### src/rtl/ternary_pkg.sv
// Shared types and helpers for the ternary weight loader.
// State encoding, weight width and row addressing.
package ternary_pkg;

  typedef enum logic [1:0] {
    IDLE = 2'd0,
    LOAD = 2'd1,
    CHK  = 2'd2,
    DONE = 2'd3
  } state_t;

  localparam int W_BITS = 2;

  localparam logic [W_BITS-1:0] ZERO = 2'b00;
  localparam logic [W_BITS-1:0] POS  = 2'b01;
  localparam logic [W_BITS-1:0] NEG  = 2'b11;

  function automatic int row_offset(
    input int i,
    input int out_len
  );
    return i * W_BITS * out_len;
  endfunction

endpackage

### src/rtl/ternary_load_chk.sv
// Running XOR of accepted data beats and compare against a checksum beat.
// Only instantiated when LOAD_CHECKSUM_EN is defined.
module ternary_load_chk
  import ternary_pkg::*;
#(
  parameter int W = 16
) (
  input  logic         clk,
  input  logic         rst_n,
  input  logic         clr,
  input  logic         acc,
  input  logic [W-1:0] data,
  output logic         match
);

  logic [W-1:0] xor_q;

  always_ff @(posedge clk or negedge rst_n) begin
    if (!rst_n) begin
      xor_q <= '0;
    end else if (clr) begin
      xor_q <= '0;
    end else if (acc) begin
      xor_q <= xor_q ^ data;
    end
  end

  assign match = (data == xor_q);

endmodule

### src/rtl/ternary_weight_loader.sv
// Ternary weight bank loader: start, one bit-slice per beat, done pulse.
// Optional LOAD_CHECKSUM_EN adds a trailing XOR checksum beat.
module ternary_weight_loader
  import ternary_pkg::*;
#(
  parameter int MAX_IN_LEN  = 16,
  parameter int MAX_OUT_LEN = 8
) (
  input  logic                                  clk,
  input  logic                                  rst_n,
  input  logic                                  ena,
  input  logic                                  start,
  input  logic [MAX_IN_LEN-1:0]                 in_data,
  input  logic                                  in_valid,
  output logic                                  in_ready,
  output logic [2*MAX_IN_LEN*MAX_OUT_LEN-1:0]   uo_weights,
  output logic                                  uo_done,
  output logic                                  uo_busy,
`ifdef LOAD_CHECKSUM_EN
  output logic                                  uo_chk_err,
`endif
  output logic                                  uo_weights_valid
);

  localparam int BEATS = W_BITS * MAX_OUT_LEN;
  localparam int CNT_W = $clog2(BEATS);
  localparam int BANK  = 2 * MAX_IN_LEN * MAX_OUT_LEN;
  localparam int IDX_W = $clog2(BANK);
  localparam logic [CNT_W-1:0] LAST = CNT_W'(BEATS - 1);

  state_t           state, state_d;
  logic [CNT_W-1:0] count, cnt_d;
  logic             wr;
  logic             start_acc;
  logic             set_wv;

`ifdef LOAD_CHECKSUM_EN
  logic chk_hs;
  logic chk_match;
  logic chk_err_q;

  ternary_load_chk #(
    .W (MAX_IN_LEN)
  ) u_chk (
    .clk   (clk),
    .rst_n (rst_n),
    .clr   (start_acc),
    .acc   (wr),
    .data  (in_data),
    .match (chk_match)
  );

  assign uo_chk_err = chk_err_q;
`endif

  always_comb begin
    state_d   = state;
    cnt_d     = count;
    in_ready  = 1'b0;
    uo_done   = 1'b0;
    wr        = 1'b0;
    start_acc = 1'b0;
    set_wv    = 1'b0;
`ifdef LOAD_CHECKSUM_EN
    chk_hs    = 1'b0;
`endif
    if (ena) begin
      unique case (state)
        IDLE: begin
          if (start) begin
            state_d   = LOAD;
            cnt_d     = '0;
            start_acc = 1'b1;
          end
        end
        LOAD: begin
          in_ready = 1'b1;
          if (in_valid) begin
            wr = 1'b1;
            if (count == LAST) begin
              cnt_d = '0;
`ifdef LOAD_CHECKSUM_EN
              state_d = CHK;
`else
              state_d = DONE;
`endif
            end else begin
              cnt_d = count + 1'b1;
            end
          end
        end
        CHK: begin
`ifdef LOAD_CHECKSUM_EN
          in_ready = 1'b1;
          if (in_valid) begin
            chk_hs  = 1'b1;
            state_d = DONE;
          end
`else
          state_d = IDLE;
`endif
        end
        DONE: begin
          uo_done = 1'b1;
          state_d = IDLE;
`ifdef LOAD_CHECKSUM_EN
          // a failed checksum still pulses done but never validates the bank
          set_wv  = ~chk_err_q;
`else
          set_wv  = 1'b1;
`endif
        end
        default: state_d = IDLE;
      endcase
    end
  end

  assign uo_busy = (state == LOAD) || (state == CHK);

  always_ff @(posedge clk or negedge rst_n) begin
    if (!rst_n) begin
      state <= IDLE;
      count <= '0;
    end else begin
      state <= state_d;
      count <= cnt_d;
    end
  end

  always_ff @(posedge clk or negedge rst_n) begin
    if (!rst_n) begin
      uo_weights_valid <= 1'b0;
    end else if (start_acc) begin
      uo_weights_valid <= 1'b0;
    end else if (set_wv) begin
      uo_weights_valid <= 1'b1;
    end
  end

`ifdef LOAD_CHECKSUM_EN
  always_ff @(posedge clk or negedge rst_n) begin
    if (!rst_n) begin
      chk_err_q <= 1'b0;
    end else if (start_acc) begin
      chk_err_q <= 1'b0;
    end else if (chk_hs && !chk_match) begin
      chk_err_q <= 1'b1;
    end
  end
`endif

  // stale bits are never cleared on start; each beat overwrites its column
  always_ff @(posedge clk or negedge rst_n) begin
    if (!rst_n) begin
      uo_weights <= '0;
    end else if (wr) begin
      for (int i = 0; i < MAX_IN_LEN; i++) begin
        uo_weights[IDX_W'(row_offset(i, MAX_OUT_LEN) + int'(count))]
          <= in_data[i];
      end
    end
  end

endmodule
### config.mk
export PLATFORM = sky130hd
export DESIGN_NAME = ternary_weight_loader
export DESIGN_NICKNAME = d
export VERILOG_FILES = /design/src/rtl/ternary_pkg.sv /design/src/rtl/ternary_load_chk.sv /design/src/rtl/ternary_weight_loader.sv
export SDC_FILE = /design/constraint.sdc
export NUM_CORES = 1
export LEC_CHECK = 0
export ABC_AREA = 1
export CORE_MARGIN = 2
export CORE_UTILIZATION = 41
export DETAILED_ROUTE_END_ITERATION = 10
export GPL_TIMING_DRIVEN = 0
export PLACE_DENSITY = 0.88
export SLEW_MARGIN = 20
export SYNTH_ARGS = -nofsm -noshare
export SYNTH_HDL_FRONTEND = slang
export SYNTH_HIERARCHICAL = 1
export SYNTH_SLANG_ARGS = --single-unit
### constraint.sdc
create_clock -name clk -period 2.69 [get_ports clk]
set_clock_uncertainty 0.05 [all_clocks]
set_input_delay 0.538 -clock clk [delete_from_list [all_inputs] [get_ports clk]]
set_output_delay 0.538 -clock clk [all_outputs]
set_load 0.005 [all_outputs]
==> results.toml, run 1 <==
[sta]
max_freq_mhz = 399.9
hold_violations = 0
slew_headroom_pct = 43.16
slew_violations = 0
min_period_ns = 2.501
finalSetupViolCount = 0
fin_crit_sh_pct = 92.96
worst_pin_slew_ns = 0.8527
fin_tns_setup_ns = 0
grt_setup_unrepaired = "false"

[clock_tree]
cts_buffers = 17
cts-resized-gates = 0
cts_tree = "built"
clkTransAtPathRegs_ns = 0.06
root_buffer = "clkbuf_16"
clk_latency_ns = 0.42
clock_sinks = 135
clockBufferDepth = 2
h-tree-depth = 4

[synth]
ys_types = 24
ys_seq_area_share_pct = 51.74
ys_ff_latch = 135
syn_area_per_cell_um2 = 10.15
synthCells = 643
synthesis.area_um2 = 6529
ys_warn_count = 6

[power]
swShare_pct = 30.25
clockPowerShare_pct = 32.6
pwr-share-comb_pct = 28.8
max-vdd-ir-drop_mv = 0.4065
switching_power_uw = 2129
power.density_nw_per_um2 = 753.3
intPower_uw = 4908
seqPwrFrac_pct = 38.6
p_leak_uw = 0.004765

[finish]
finalNetCount = 964
areaGrowthSynthToFinish_pct = 43.08
diodes = 0
seqCellArea_um2 = 3378
drive_above_1_share_pct = 24.58
fill_cells = 1316
fin_cells = 1164
multi_input_area_um2 = 2340

[critical_path]
crit_path_end = "in_ready"
crit_start = "state[1]$_DFFE_PN0P_"
crit_top_cell = "inv_1"
startpoint_type = "flop"
r2r-start = "state[1]$_DFFE_PN0P_"
critPathKind = "flop to output pin"
r2r_cells = 8
worstSetupPathDepth = 5
cp_max_fo = 7
max_stage_delay_ns = 0.49
arrival_ns = 1.91
worstPathRequired_ns = 2.10
regToRegEndpoint = "uo_weights[117]$_DFFE_PN0P_"
reg2reg_setup_slack_ns = 0.64
worstSetupEndpointType = "output pin"
cpMaxStageDelayCell = "clkdlybuf4s50_1"
worstPathBufferInverterCount = 3
crit_family = "buffers and inverters"
crit_chain = "inv_1 -> ha_1 -> nand2_2 -> inv_1 -> clkdlybuf4s50_1"

[drt]
firstDrtPassIters = 4
drt-wirelength-per-cell_um = 14.12
drt_wl_total_um = 16440
vias_per_cell = 4.279
drtIter0Drc = 234
ant_nets = 0
drc = 0
vias = 4981

[global_route]
grt_pass1_vias = 4780
antenna_found_initial = 0
gr-total-overflow = 0
grt_max_degree = 77
grt_pass1_wl_um = 24900
grt.total_usage_pct = 19.61

[die]
dieArea_um2 = 16950
initial_core_util_pct = 41.55
die_w_um = 130.2
top_level_ports = 281
core_um2 = 15710
num_rows = 46
die_y_um = 130.2

[run_status]
run_status = "completed"

[run]
cap_violations = 0

[min_path]
hold_path_class = "flop to flop"

[placement]
dp_cells = 1131
place_congestion = 0.7739
hpwl_um = 11880
port_buffers = 144
## layout by cell type (no fill, tap or decap)
master           instances
clkdlybuf4s50_1        143
dfrtp_1                135
buf_4                  130
conb_1                 128
nand2_1                 87
o21ai_0                 71
nor2_1                  57
a21oi_1                 48
inv_1                   23
nor2_2                  18
clkbuf_16               17
a21oi_2                 16
nor2_8                   9
buf_8                    9
clkbuf_1                 8
ha_1                     8
inv_6                    7
nand3_4                  5
buf_2                    5
nand4_4                  3
buf_6                    3
nand3_1                  3
inv_8                    3
clkinvlp_4               3
nand2_2                  1
inv_12                   1
nor3_1                   1
nand4_1                  1
o22ai_1                  1
clkinv_4                 1
bufinv_16                1
dlygate4sd3_1            1
buf_16                   1
## power by group through the flow
stage | logic [µW] | clock network, µW | registers [µW]
2_1_floorplan | 879 | 0 | 2760
3_3_place_gp | 1960 | 0 | 2730
3_5_place_dp | 2030 | 0 | 2740
4_1_cts | 2040 | 2330 | 2720
5_1_grt | 2250 | 2430 | 2770
6_report | 2030 | 2290 | 2720
## sequential cells by signal, indices dropped and copies added (netlist names)
name              count
state                 2
uo_weights_valid      1
count                 4
uo_weights          128
## layout make-up
class                      instances  share of cell area, %
multi-input combinational        457                  25.05
tap                              216                  2.893
sequential                       135                  36.16
clock buffer                      17                  4.554
buffer                           154                  12.68
inverter                          24                  1.098
clock inverter                    15                  1.674
timing repair buffer             146                  15.89
## logic make-up after synthesis
group / count (synthesis) / synth area share [%]
AOI/OAI and AO/OA: 136 / 11.36
adders and majority gates: 8 / 1.533
buffers and inverters: 178 / 19.72
DFF: 135 / 51.74
other: 1 / 0.05744
and+or+nand+nor: 185 / 15.58
## stage by stage
| step | worst slack [ns] | cell area (µm²) | power, µW | util, % | hold slack, ns |
|---|---|---|---|---|---|
| 5_1_grt | 0.03285 | 9341 | 7454 | 59.45 | 0.4567 |
| 3_3_place_gp | -4.150 | 8717 | 4693 | 55.48 | 0.4156 |
| 6_report | 0.1894 | 9341 | 7037 | 59.45 | 0.4333 |
| 4_1_cts | 0.1457 | 9341 | 7093 | 59.45 | 0.4367 |
| 2_1_floorplan | 0.8939 | 7005 | 3638 | - | 0.1924 |
| 3_5_place_dp | 0.2835 | 8750 | 4773 | 55.69 | 0.4222 |
## worst min-delay path, delay by kind of cell (launching register included)
kind / cells / cell delay, ns
flops: 1 / 0.34
compound gates: 1 / 0.06
simple gates: 1 / 0.05
## synth_stat cells
cell | instances | share of area, %
dfrtp_1 | 135 | 52
buf_4 | 130 | 15
nand2_1 | 87 | 5.0
o21ai_0 | 71 | 5.4
nor2_1 | 57 | 3.3
a21oi_1 | 48 | 3.7
inv_1 | 23 | 1.3
nor2_2 | 18 | 1.7
a21oi_2 | 16 | 2.1
nor2_8 | 9 | 2.8
buf_8 | 8 | 1.8
clkbuf_1 | 8 | 0.46
ha_1 | 8 | 1.5
buf_2 | 5 | 0.38
nand3_4 | 5 | 1.3
buf_6 | 3 | 0.52
nand3_1 | 3 | 0.23
nand4_4 | 3 | 0.98
conb_1 | 1 | 0.057
inv_12 | 1 | 0.25
nand2_2 | 1 | 0.096
nand4_1 | 1 | 0.096
nor3_1 | 1 | 0.077
o22ai_1 | 1 | 0.096
## how the worst min path moves through the flow
| stage | from | endpoint | cells past startpoint |
|---|---|---|---|
| 2_1_floorplan | rst_n | count[0]$_DFFE_PN0P_ | 0 |
| 3_3_place_gp | uo_weights[73]$_DFFE_PN0P_ | uo_weights[73]$_DFFE_PN0P_ | 2 |
| 3_5_place_dp | uo_weights[94]$_DFFE_PN0P_ | uo_weights[94]$_DFFE_PN0P_ | 2 |
| 4_1_cts | uo_weights[94]$_DFFE_PN0P_ | uo_weights[94]$_DFFE_PN0P_ | 2 |
| 5_1_grt | uo_weights[34]$_DFFE_PN0P_ | uo_weights[34]$_DFFE_PN0P_ | 2 |
| 6_report | uo_weights[30]$_DFFE_PN0P_ | uo_weights[30]$_DFFE_PN0P_ | 2 |
## metal layers
| layer | wire length, µm | GRT usage, % | vias to the layer above |
|---|---|---|---|
| met4 | 314 | 7.400 | 0 |
| met2 | 8032 | 31.81 | 220 |
| met5 | 0 | 0 | - |
| met1 | 6621 | 23.97 | 2337 |
| li1 | - | - | 2401 |
| met3 | 1471 | 7.216 | 23 |
## what timing repair did
action / 4_1_cts / 5_1_grt
hold endpoints to repair: 29 / 0
hold buffers: 1 / 0
endpoints found under the setup margin: 0 / 0
setup buffers: 0 / 0
Power figures use the tool's default switching activity.
==> run 2, diff against run 1 <==
--- a/config.mk
+++ b/config.mk
@@ -6,6 +6,7 @@
 export NUM_CORES = 1
 export LEC_CHECK = 0
 export ABC_AREA = 1
+export CAP_MARGIN = 0
 export CORE_MARGIN = 2
 export CORE_UTILIZATION = 41
 export DETAILED_ROUTE_END_ITERATION = 10
==> results of run 2 <==
Final layout, timing and power as in run 1 (identical DEF).
==> run 3, diff against run 2 <==
--- a/config.mk
+++ b/config.mk
@@ -10,8 +10,10 @@
 export CORE_MARGIN = 2
 export CORE_UTILIZATION = 41
 export DETAILED_ROUTE_END_ITERATION = 10
+export DONT_BUFFER_PORTS = 1
 export GPL_TIMING_DRIVEN = 0
-export PLACE_DENSITY = 0.88
+export PLACE_DENSITY = 0.65
+export REMOVE_ABC_BUFFERS = 1
 export SLEW_MARGIN = 20
 export SYNTH_ARGS = -nofsm -noshare
 export SYNTH_HDL_FRONTEND = slang
==> run 3 against run 2 <==
  * The flow now finishes with violations (negative hold slack)
  * Sequential share of layout area rose by 14 points
  * First-iteration DRC count fell by 25%
  * Die area did not move
  * Clock power rose by 17%
  * Routed wire length fell by 17%
  * Non-clock buffer count fell by 300
  * Largest cell class unchanged
==> results.toml, run 3 (same netlist as run 1, synthesis figures left out) <==
[run_status]
run_status = "finished with violations"
violations = "negative hold slack"

[critical_path]
reg2reg_setup_slack_ns = 0.63
critPathKind = "flop to output pin"
cp_max_fo = 7
crit_start = "state[1]$_DFFE_PN0P_"
crit_path_end = "in_ready"
r2r_cells = 8
worstPathRequired_ns = 2.10
startpoint_type = "flop"
worstSetupEndpointType = "output pin"
r2r-start = "state[1]$_DFFE_PN0P_"
arrival_ns = 1.49
regToRegEndpoint = "uo_weights[107]$_DFFE_PN0P_"

[power]
clockPowerShare_pct = 41.9
power.density_nw_per_um2 = 941.1
seqPwrFrac_pct = 44.6
p_leak_uw = 0.003474
swShare_pct = 28.54
intPower_uw = 4553
switching_power_uw = 1818
total_power_uw = 6371
pwr-share-comb_pct = 13.5
max-vdd-ir-drop_mv = 0.4534

[clock_tree]
h-tree-depth = 4
clock_sinks = 135
cts-resized-gates = 0
cts_tree = "built"
root_buffer = "clkbuf_16"
cts_buffers = 17
clockBufferDepth = 2
clk_latency_ns = 0.41
clkTransAtPathRegs_ns = 0.06

[drt]
vias_per_cell = 4.369
vias = 3775
drt_wl_total_um = 13670
ant_nets = 0
drtIter0Drc = 175
firstDrtPassIters = 4
drt-wirelength-per-cell_um = 15.83
drc = 0

[die]
top_level_ports = 281
core_um2 = 15710
num_rows = 46
initial_core_util_pct = 41.55
die_y_um = 130.2
die_w_um = 130.2
dieArea_um2 = 16950

[finish]
seqCellArea_um2 = 3378
final_cell_mix = "dfrtp_1, conb_1, nand2_1, o21ai_0, nor2_1"
diodes = 0
drive_above_1_share_pct = 13.12
top_regs = "uo_weights x128, count x4, state x2"
finalNetCount = 664
final_area_um2 = 6769
fill_cells = 1539
mostFrequentLayoutCell = "dfrtp_1"
areaGrowthSynthToFinish_pct = 3.680
multi_input_area_um2 = 2340
regMostFlops = "uo_weights"
largest_reg_flops = 128

[sta]
min_period_ns = 2.074
max_freq_mhz = 482.3
finalSetupViolCount = 0
whs_ns = -0.2323
fin_tns_setup_ns = 0
worst_pin_slew_ns = 0.8849
grt_setup_unrepaired = "false"
fin_crit_sh_pct = 77.08
fin_ws_ns = 0.6165
slew_headroom_pct = 40.94
hold_violations = 135
slew_violations = 0

[placement]
place_congestion = 0.8187
dp_slack_ns = 0.6149
hpwl_um = 8759
port_buffers = 0
placed_area_um2 = 6091

[global_route]
gr-total-overflow = 0
antenna_found_initial = 0
grt_pass1_wl_um = 19980
grt_max_degree = 136
grt.total_usage_pct = 15.97
grt_pass1_vias = 3416

[min_path]
hold_path_class = "input pin to asynchronous set/reset pin"

[run]
cap_violations = 0
==> run 3: worst max-delay path: stages (launching register included) <==
cell and delay [ns]:
dfrtp_1 0.40, inv_1 0.10, ha_1 0.32, nand2_2 0.15, inv_1 0.11
==> run 3: layout make-up <==
type                            instances  share of cell area [%]
Inverter                               24                   1.516
Clock buffer                           19                   6.691
Clock inverter                         13                   3.327
Tap cell                              216                   3.993
Multi-Input combinational cell        457                   34.57
Sequential cell                       135                   49.91
==> run 3: worst min path at each step <==
stage          start                         end  cells after the start
4_1_cts        rst_n  uo_weights[97]$_DFFE_PN0P_                      0
2_1_floorplan  rst_n        count[0]$_DFFE_PN0P_                      0
3_3_place_gp   rst_n  uo_weights[97]$_DFFE_PN0P_                      0
5_1_grt        rst_n  uo_weights[81]$_DFFE_PN0P_                      0
3_5_place_dp   rst_n  uo_weights[97]$_DFFE_PN0P_                      0
6_report       rst_n  uo_weights[97]$_DFFE_PN0P_                      0
==> run 3: power groups by stage <==
| stage | Clock, µW | Combinational [µW] | Sequential, µW |
|---|---|---|---|
| floorplan | 0 | 721 | 2770 |
| global placement | 0 | 834 | 2880 |
| detailed placement | 0 | 864 | 2880 |
| CTS | 2730 | 870 | 2850 |
| global route | 2810 | 998 | 2900 |
| finish | 2670 | 859 | 2840 |
==> run 3: through the flow <==
step	std cells	util (%)	hold slack, ns
after global placement	832	38.76	0.1952
after floorplan	616	-	0.1924
after global routing	864	43.08	-0.2601
after detailed placement	832	38.76	0.1951
final	864	43.08	-0.2323
after CTS	864	43.08	-0.2531
==> run 3: per-layer routing <==
layer  track usage, %  share of wire (%)
met1            20.97                 44
met2            24.67                 48
met3            6.478                8.1
met4            4.175               0.74
met5                0                  0
==> run 3: repair_timing <==
item                       4_1_cts  5_1_grt
hold endpoints to repair       135      135
setup endpoints to repair        0        0
setup buffers                    0        0
